## config.mk

```make
export PLATFORM = sky130hd
export DESIGN_NAME = uart_rx_deserializer
export DESIGN_NICKNAME = d
export VERILOG_FILES = /design/src/rtl/uart_rx_deserializer.sv
export SDC_FILE = /design/constraint.sdc
export NUM_CORES = 1
export LEC_CHECK = 0
export ABC_CLOCK_PERIOD_IN_PS = 2000
export CORE_ASPECT_RATIO = 1.75
export CORE_UTILIZATION = 58
export DETAILED_ROUTE_END_ITERATION = 10
export DONT_BUFFER_PORTS = 1
export PLACE_DENSITY_LB_ADDON = 0.2
export SLEW_MARGIN = 20
export SYNTH_ARGS = -nofsm -noshare
export SYNTH_HDL_FRONTEND = slang
export SYNTH_SLANG_ARGS = --single-unit
```

## constraint.sdc

```tcl
create_clock -name clk -period 2 [get_ports clk]
set_clock_uncertainty 0.2 [all_clocks]
set_input_delay 0.2 -clock clk [delete_from_list [all_inputs] [get_ports clk]]
set_output_delay 0.2 -clock clk [all_outputs]
set_load 0.02 [all_outputs]
```

## src/rtl/uart_rx_deserializer.sv

```systemverilog
// Receive half of a 16550-style UART: oversampled start detect, 5-8 data bits,
// optional parity, one checked stop bit, and per-frame PE/FE/BI/OE reporting.
module uart_rx_deserializer #(
  parameter int OVERSAMPLE  = 16,
  parameter int SYNC_STAGES = 2
) (
  input  logic       clk,
  input  logic       rst,
  input  logic       baud_pulse,
  input  logic       rx_i,
  input  logic [1:0] wls_i,
  input  logic       pen_i,
  input  logic       eps_i,
  input  logic       stick_parity_i,
  input  logic       rx_fifo_full_i,
  output logic       rx_push_o,
  output logic [7:0] rx_data_o,
  output logic       rx_pe_o,
  output logic       rx_fe_o,
  output logic       rx_bi_o,
  output logic       rx_oe_o,
  output logic       rx_busy_o
);
  localparam int TW = $clog2(OVERSAMPLE);

  typedef enum logic [2:0] {IDLE, START, DATA, PARITY, STOP, BRK_WAIT} state_t;
  state_t state, state_nx;

  logic [SYNC_STAGES-1:0] sync;
  logic [TW-1:0]          tick_cnt;
  logic [2:0]             bit_cnt;
  logic [7:0]             data;
  logic [1:0]             wls;
  logic                   pen, eps, stick, par_bit;
  logic                   rx_s, mid_start, mid_bit, last_bit, exp_par;

  assign rx_s      = sync[SYNC_STAGES-1];
  assign mid_start = baud_pulse && (tick_cnt == TW'(OVERSAMPLE/2 - 1));
  assign mid_bit   = baud_pulse && (tick_cnt == TW'(OVERSAMPLE - 1));
  // bit_cnt of the final data bit is 4+wls, i.e. {1,wls}
  assign last_bit  = (bit_cnt == {1'b1, wls});
  // unreceived upper bits of data are held at 0, so the reduction covers the word only
  assign exp_par   = stick ? ~eps : (eps ? ^data : ~^data);
  assign rx_busy_o = (state != IDLE);

  always_ff @(posedge clk) begin
    if (rst) state <= IDLE;
    else     state <= state_nx;
  end

  always_comb begin
    state_nx = state;
    case (state)
      IDLE:     if (!rx_s) state_nx = START;
      START:    if (mid_start) state_nx = rx_s ? IDLE : DATA;
      DATA:     if (mid_bit && last_bit) state_nx = pen ? PARITY : STOP;
      PARITY:   if (mid_bit) state_nx = STOP;
      STOP:     if (mid_bit) state_nx = rx_s ? IDLE : BRK_WAIT;
      BRK_WAIT: if (rx_s) state_nx = IDLE;
      default:  state_nx = IDLE;
    endcase
  end

  always_ff @(posedge clk) begin
    if (rst) begin
      sync      <= '1;
      tick_cnt  <= '0;
      bit_cnt   <= '0;
      data      <= '0;
      wls       <= '0;
      pen       <= 1'b0;
      eps       <= 1'b0;
      stick     <= 1'b0;
      par_bit   <= 1'b0;
      rx_push_o <= 1'b0;
      rx_data_o <= '0;
      rx_pe_o   <= 1'b0;
      rx_fe_o   <= 1'b0;
      rx_bi_o   <= 1'b0;
      rx_oe_o   <= 1'b0;
    end else begin
      sync      <= {sync[SYNC_STAGES-2:0], rx_i};
      rx_push_o <= 1'b0;
      if (baud_pulse) tick_cnt <= tick_cnt + 1'b1;
      case (state)
        IDLE: begin
          tick_cnt <= '0;
          bit_cnt  <= '0;
          data     <= '0;
          par_bit  <= 1'b0;
          wls      <= wls_i;
          pen      <= pen_i;
          eps      <= eps_i;
          stick    <= stick_parity_i;
        end
        START: if (mid_start) tick_cnt <= '0;
        DATA: if (mid_bit) begin
          tick_cnt      <= '0;
          data[bit_cnt] <= rx_s;
          bit_cnt       <= bit_cnt + 1'b1;
        end
        PARITY: if (mid_bit) begin
          tick_cnt <= '0;
          par_bit  <= rx_s;
        end
        STOP: if (mid_bit) begin
          tick_cnt  <= '0;
          rx_data_o <= data;
          rx_pe_o   <= pen && (par_bit != exp_par);
          rx_fe_o   <= ~rx_s;
          rx_bi_o   <= (data == 8'h00) && !(pen && par_bit) && !rx_s;
          rx_push_o <= ~rx_fifo_full_i;
          rx_oe_o   <= rx_fifo_full_i;
        end
        default: tick_cnt <= '0;
      endcase
    end
  end
endmodule

```

# After elaboration in Yosys (flattened, before gate mapping)
# Index checks and enable logic that the tools add are counted.
dict set report classes {
  n_shift 0
  bitwise_logic 5
  reduce_logical 23
  addsub 2
  order_cmp 2
  n_div 0
  multipliers 0
  n_eq_ne 16
  n_mux 25
}
# cell count
set op_table {}
lappend op_table {{3-bit 2-to-1 mux} 9}
lappend op_table {{3-bit case mux with 6 select lines} 1}
lappend op_table {{8-bit case mux with 2 select lines} 1}
lappend op_table {{2-bit != test, second input constant} 7}
lappend op_table {{4-bit 2-to-1 mux} 3}
lappend op_table {{8-bit bitwise mux} 1}
lappend op_table {{1-bit logical AND} 8}
lappend op_table {{8-bit zero test} 1}
lappend op_table {{8-bit 2-to-1 mux} 1}
lappend op_table {{4-bit case mux with 2 select lines} 1}
lappend op_table {{8-bit XNOR reduction} 1}
lappend op_table {{8-bit XOR reduction} 1}
lappend op_table {{3-bit by 2-bit == test with 1-bit output, second input constant} 2}
lappend op_table {{3-bit == test, second input constant} 2}
lappend op_table {{3-bit case mux with 2 select lines} 1}
lappend op_table {{2-bit AND reduction} 3}
lappend op_table {{6-bit AND reduction} 1}
lappend op_table {{3-bit OR reduction} 2}
lappend op_table {{1-bit NOT} 5}
lappend op_table {{4-bit by 1-bit adder with 4-bit output, second input constant} 1}
lappend op_table {{4-bit by 3-bit == test with 1-bit output, second input constant} 1}
lappend op_table {{4-bit == test, second input constant} 1}
lappend op_table {{3-bit by 4-bit less-than comparator with 1-bit output, second input constant} 1}
lappend op_table {{1-bit 2-to-1 mux} 4}
lappend op_table {{other kinds (12)} 14}
dict set report totals {
  mem_bits_ro 0
  memories 0
  ram_bits 0
  regBits 39
  latchBits 0
  output_inout_bits 14
}

# Depth between registers and ports, before layout
# Gate-level depths: netlist of run 1.
dict set report depth {
  word_depth 7
  mapped_depth 7
}

# Worst setup path after synthesis of run 1
# OpenSTA, ideal clock, no wires.
dict set report synth_timing {
  path_kind {register to register}
  startpoint {reg state[0]}
  endpoint {reg state[1]}
  t_required_ns 1.679
  slack_ns 0.225
  synth_period_minus_slack_ns 1.775
  t_arrival_ns 1.454
  setup_ns 0.121
  path_stages_with_launch 5
  path_cell_list {dfxtp_1 > or2_2 > buf_2 > o32ai_2 > mux2_2}
}
dict set report synth_via {
  elab_chain_len 3
  word_cells_on_any_way 14
}
# element line
set synth_rtl {}
lappend synth_rtl {{from (decl)} 27} ;# state_t state, state_nx;
lappend synth_rtl {{from (signal assigned)} 48} ;# else state <= state_nx;
lappend synth_rtl {{3-bit by 2-bit == test with 1-bit output (tied with other cells)} 53} ;# case (state)
lappend synth_rtl {{2-bit != test (no source line)} --}
lappend synth_rtl {{6-bit AND reduction (no source line)} --}
# Parallel ways exist; a longest one is shown, timed or not.
# A chain may end at the register's enable or synchronous reset.

# Worst setup path in the final report of run 1
dict set report layout_timing {
  startpoint {reg state[2]}
  endpoint {out rx_busy_o}
}
dict set report layout_via {
  elab_chain_len 1
}
# element line
set layout_rtl {}
lappend layout_rtl {{3-bit nonzero test} 44} ;# assign rx_busy_o = (state != IDLE);
lappend layout_rtl {{to (decl)} 22} ;# output logic rx_busy_o
# Every way passes these cells.

==> results of run 1 <==
flip-flops by register name, summed over array words and instances, names as in the netlist:
| signal | cells |
|---|---|
| state | 3 |
| rx_data_o | 8 |
| pen | 1 |
| data | 8 |
| tick_cnt | 4 |
| rx_bi_o | 1 |
| rx_pe_o | 1 |
| rx_fe_o | 1 |
| rx_oe_o | 1 |
| stick | 1 |
| rx_push_o | 1 |
| wls | 2 |
| bit_cnt | 3 |
| eps | 1 |
| sync | 2 |
| par_bit | 1 |
cells in the mapped netlist, types with 4 or more instances:
cell type and n:
nor3_1 14, nor2_1 9, dfxtp_1 39, a21oi_1 33, ha_1 6, nor4_1 4
nand2b_1 4, inv_1 14, buf_2 8, o21ai_0 4, nand2_1 40, a22oi_1 7
xor2_1 5, clkbuf_1 7, nor2b_1 4, xnor2_1 4
where the power goes:
part,internal (mW),switching [mW]
clock,0.371,0.290
sequential,0.815,0.0440
combinational,0.208,0.263
total,1.39,0.597
routing by layer:
| metal | track usage [%] | vias up | share of wire (%) |
|---|---|---|---|
| met2 | 43.8 | 36 | 54 |
| met4 | 14.4 | 0 | 3.6 |
| met5 | 0 | - | 0 |
| met1 | 26.2 | 788 | 39 |
| met3 | 5.88 | 11 | 3.2 |
| li1 | - | 881 | - |
kinds of logic (layout without fill, tap and decap cells):
family / after synthesis / in the layout
simple gates: 98 / 98
xor+xnor: 9 / 9
flops: 39 / 39
fa+ha+maj: 6 / 6
compound gates: 56 / 56
mux: 5 / 5
buf+inv: 33 / 48
cell type report:
type | count | area, um2
clock buffer | 5 | 68.8
clock inverter | 3 | 43.8
fill | 261 | 915
inverter | 14 | 56.3
multi-input combinational | 174 | 1060
sequential | 39 | 781
tap | 43 | 53.8
timing repair buffer | 26 | 230
worst register-to-register path: cells and delay by family, from the launching register on:
kind	cells	cell delay (ns)
AOI/OAI and AO/OA	2	0.23
DFF	1	0.38
and+or+nand+nor	2	0.52
adders and majority gates	1	0.22
buffers and inverters	1	0.22
through the flow:
step	area (um2)	utilization, %	total power [mW]
4_1_cts	2270	70.8	1.96
6_report	2290	71.5	1.99
5_1_grt	2290	71.5	2.07
2_1_floorplan	1990	-	1.17
3_3_place_gp	2050	63.9	1.27
3_5_place_dp	2050	63.9	1.27
cell usage in the layout, fill, tap and decap left out, types with 2 or more instances in the layout:
master and count:
or3b_1 2, xor2_1 5, nand4_1 2, dlygate4sd3_1 9
nor2_1 9, a21oi_1 32, o21ai_0 4, inv_1 13
nand3_1 3, nor3_1 14, nand2b_1 4, nor4_1 4
or3_1 3, mux2i_1 3, nand2_1 40, mux2_2 2
xnor2_1 4, ha_1 6, buf_4 16, o32ai_1 3
a211oi_1 2, a22oi_1 7, clkbuf_8 5, nor2b_1 4
or2_2 3, dfxtp_1 39
worst max path at each step:
stage | startpoint | to | slack (ns) | cells after the start
final | state[2] | rx_busy_o | 0.10 | 4
after CTS | state[2] | rx_busy_o | 0.05 | 4
after detailed placement | state[2] | rx_data_o[6] | 0.16 | 5
after floorplan | state[0] | state[1] | 0.23 | 4
after global routing | tick_cnt[0] | rx_data_o[3] | 0.01 | 7
after global placement | state[2] | state[1] | 0.18 | 3
repair_timing:
action | 4_1_cts | 5_1_grt
gates resized for setup | 0 | 2
endpoints found under the hold margin | 39 | 0
hold buffers | 10 | 0
buffers inserted | 0 | 2
setup endpoints to repair | 0 | 2
==> metrics.txt, run 1 <==
status finished, violations left; failing checks negative hold slack; crit start category flop; post-DP HPWL 2970 um; largest net degree at the start of global routing 41; static leakage 0.818 nW; Worst Path Required 1.60 ns; worst min-delay path class input port to flop; endpoint type of the worst setup path output port; die area 3680 um2; period utilisation layout 94.8%; drt via density 5.64; Avg Cell Area, Syn 8.10 um2; EDFF count, synth 0; diode count 0; fin. max-slew vios 0; GRT Resource Usage Total 25.4%; Hold Crit Endpoint tick_cnt[3]; Worst R2R Path Depth 6; Relative slew margins 74.1%; Max IR drop VDD 930 uV; Place WS 0.157 ns; Initial Util 62.1%; max-cap violations 0; FP Rows 27; Critical Path Max Stage Delay 0.37 ns; Distinct cells, synth 45; post-synth top area share 39.2%; first-pass GRT wire length 6670 um; WP data arrival 1.50 ns; mux cell area share after synthesis 2.64%; Setup violations, final 0; Synth Cell Area 1990 um2; IO buf count 0; clk_lat worst skew 0.30 ns; core box area 3210 um2; slowest library cell on the worst path dfxtp_1; Final #Nets 276; Synth Area in Adders 3.77%; ranking of synthesized cells by area dfxtp_1, a21oi_1, nand2_1; Simple-Gate Fraction of Synth Area 25.4%; Buf/Inv on CP 2; Synthesized Nets 262; Final WS setup 0.104 ns; Tmin final 1.90 ns; routability congestion estimate 0.900; Top delay family on crit path simple AND/OR/NAND/NOR gates; via count 1716; Wirelength per Cell 14.1 um; largest family of logic cells by synthesized area simple AND/OR/NAND/NOR gates; Reg-to-Reg End data[7]; TritonCTS clock tree built; Post-synth ARST share 0%; Die X 46.3 um; RSZ-0062 raised after global routing no; R2R setup slack 0.13 ns; Fmax achieved 0.527 GHz; cells after synthesis 246; Placed Cells 284; power per cell area 868 nW/um2; WHS Path Cells 3; Non-Filler Instances 304; cts bufs inserted 5; crit path max fanout 8; Hold Fails Final Rpt 1; Fin Hold WS -0.0000702 ns; Root Driver clkbuf_8; worst-margin pin slew 0.388 ns; clk sink count 39; Layout area overhead 15.2%; clk buf depth 2; Die Ht 79.5 um; CP cell instances or2_2 > nor2_4 > clkinvlp_4 > buf_4; post-route ant nets 0; Syn. warnings 0; post-synthesis compound-gate area fraction 17.3%; initial antenna violation count 0; top cell type by total area after synthesis dfxtp_1; share of cells above drive strength 1 14.6%; total global routing overflow 0; vias in the first global route 1532; H-tree depth 2; clock slew at reported path FFs 0.07 ns; Setup Crit Path Kind flop to output port; router iterations before antenna repair 4; initial detailed-routing violation count 58; DR DRC count 0; Total Routed Length 4270 um; Top Ports 24; post-synthesis sequential area ratio 39.2%; Worst Hold Launch baud_pulse; Most used DFF post-synth dfxtp_1; number of synthesized register bits 39; start of the worst register-to-register path tick_cnt[0]; Setup TNS Final 0 ns; Synth Area in XOR/XNOR 3.96%
Note: power is estimated with default switching activity, not from simulation.
==> run 2, diff against run 1 <==
Settings changed: CAP_MARGIN from default to 5.
==> results of run 2 <==
Same layout as run 1: the final DEF is identical, and so are final timing and power.
==> run 3, diff against run 2 <==
Settings changed: ABC_CLOCK_PERIOD_IN_PS 2000 to 1700, CORE_UTILIZATION 58 to 56, RECOVER_POWER from default to 50, SLEW_MARGIN 20 to default.
Clock period 2 ns to 1.7 ns, I/O delays scaled along.
==> metrics.txt, run 3 (synthesis results as in run 1) <==
Setup violations, final 8 (+8); TritonCTS clock tree built; Top Ports 24 (unchanged); DP Area 2270 um2 (+11%); endpoint type of the worst setup path flop; Top delay family on crit path compound AO/OA/AOI/OAI gates; GRT Resource Usage Total 29.0% (+3.5 points); die area 3810 um2 (+3.4%); post-route ant nets 0 (unchanged); R2R setup slack -0.05 ns (-0.18 ns); H-tree depth 2 (unchanged); leading cell type in the layout, fill and taps excluded buf_4; clock slew at reported path FFs 0.08 ns (about the same); status finished, violations left; max-cap violations 0 (unchanged); share of cells above drive strength 1 30.0% (+15 points); fin. max-slew vios 0 (unchanged); failing checks negative setup slack; slowest library cell on the worst path dfxtp_2; crit path max fanout 4 (-4); total global routing overflow 0 (unchanged); Placed Cells 311 (+9.5%); Initial Util 58.6% (-3.5 points); Tmin final 1.75 ns; IO buf count 0 (unchanged); static leakage 0.990 nW (+21%); Final WS setup -0.0460 ns (-0.150 ns); Relative slew margins 78.5% (+4.4 points); Worst Path Required 1.68 ns (+0.08 ns); worst min-delay path class input port to flop; clock share of power 31.0% (-2.2 points); cts bufs inserted 5 (unchanged); drt via density 5.66 (+0.32%); DR DRC count 0 (unchanged); Wirelength per Cell 15.0 um (+6.9%); post-DP HPWL 3390 um (+14%); initial detailed-routing violation count 96 (+66%); Internal Power 1.82 mW (+30%); via count 1897 (+11%); Hold Fails Final Rpt 0 (-1); sw power 0.747 mW (+25%); Fmax achieved 0.573 GHz; final instance area 2640 um2 (+15%); power per cell area 973 nW/um2 (+12%); biggest regs data: 8 flops, rx_data_o: 8 flops, tick_cnt: 4 flops; CP cell instances ha_4 > nand4b_1 > a211oi_2 > o32ai_4 > mux2_2; Layout area overhead 32.4%; Critical Path Max Stage Delay 0.36 ns (about the same); Fin Hold WS 0.0131 ns (+0.0131 ns); crit start category flop; Logic pwr share 29.9% (+6.3 points); first-pass GRT wire length 7870 um (+18%); Total Routed Length 5040 um (+18%); clk buf depth 2 (unchanged); diode count 0 (unchanged); FP Rows 28 (+3.7%); routability congestion estimate 0.949 (+5.4%); RSZ-0062 raised after global routing yes; Buf/Inv on CP 0 (-2); core box area 3400 um2 (+5.9%); largest net degree at the start of global routing 41 (unchanged); Die Ht 80.9 um (+1.7%); clk sink count 39 (unchanged); Setup Crit Path Kind flop to flop; Die X 47.1 um (+1.7%); fill count 243 (-6.9%); Reg power frac 39.1% (-4.0 points); vias in the first global route 1775 (+16%); Non-Filler Instances 335 (+10%); initial antenna violation count 0 (unchanged); utilization after layout 77.6% (+6.1 points); Place WS -0.0588 ns (-0.216 ns); worst-margin pin slew 0.321 ns (-0.0670 ns); period utilisation layout 103%; router iterations before antenna repair 4 (unchanged); most frequent cells in the layout buf_4, nand2_1, dfxtp_1; Root Driver clkbuf_8; Final #Nets 305 (+11%); clk_lat worst skew 0.29 ns (about the same); Switching Fraction 29.1% (-0.86 points); WP data arrival 1.72 ns (+0.22 ns); Max IR drop VDD 936 uV (+0.70%)
## run 3: routing by layer
metal | share of wire, % | up-vias | wire length, um | global-route usage (%)
li1 | - | 940 | - | -
met1 | 35 | 881 | 1780 | 27.6
met2 | 58 | 61 | 2910 | 54.0
met3 | 3.3 | 15 | 167 | 6.00
met4 | 3.5 | 0 | 177 | 14.6
met5 | 0 | - | 0 | 0
## run 3: cell type report
class,count,area [um2],share of cell area (%)
clock buffer,6,82.6,3.13
clock inverter,2,35.0,1.33
sequential,39,787,29.8
tap,45,56.3,2.13
timing repair buffer,55,472,17.9
multi-input combinational,174,1150,43.5
inverter,14,56.3,2.13
## run 3: worst paths after layout
path,start,endpoint,cells after the start
setup reg to reg,tick_cnt[1],state[2],5
hold reg to reg,sync[0],sync[1],1
hold / removal,rst,state[1],2
setup / recovery,tick_cnt[1],state[2],5
## run 3: power by group through the flow
stage	clock network, mW	registers [mW]	logic (mW)
after global placement	0	1.02	0.565
final	0.795	1.00	0.767
after floorplan	0	1.01	0.394
after CTS	0.810	1.00	0.673
after global routing	0.839	1.01	0.825
after detailed placement	0	1.02	0.575
## run 3: stage by stage
stage	power [mW]	setup TNS [ns]
floorplan	1.40	-0.467
global placement	1.58	-0.168
detailed placement	1.59	-0.556
CTS	2.48	-0.0137
global route	2.67	-1.63
finish	2.57	-0.193
## run 3: timing repair
| item | in CTS | in global routing |
|---|---|---|
| endpoints found under the hold margin | 39 | 0 |
| pin swaps | 3 | 3 |
| gates resized for setup | 12 | 13 |
| endpoints found under the setup margin | 26 | 28 |
| hold buffers | 10 | 0 |
| setup buffers | 2 | 4 |
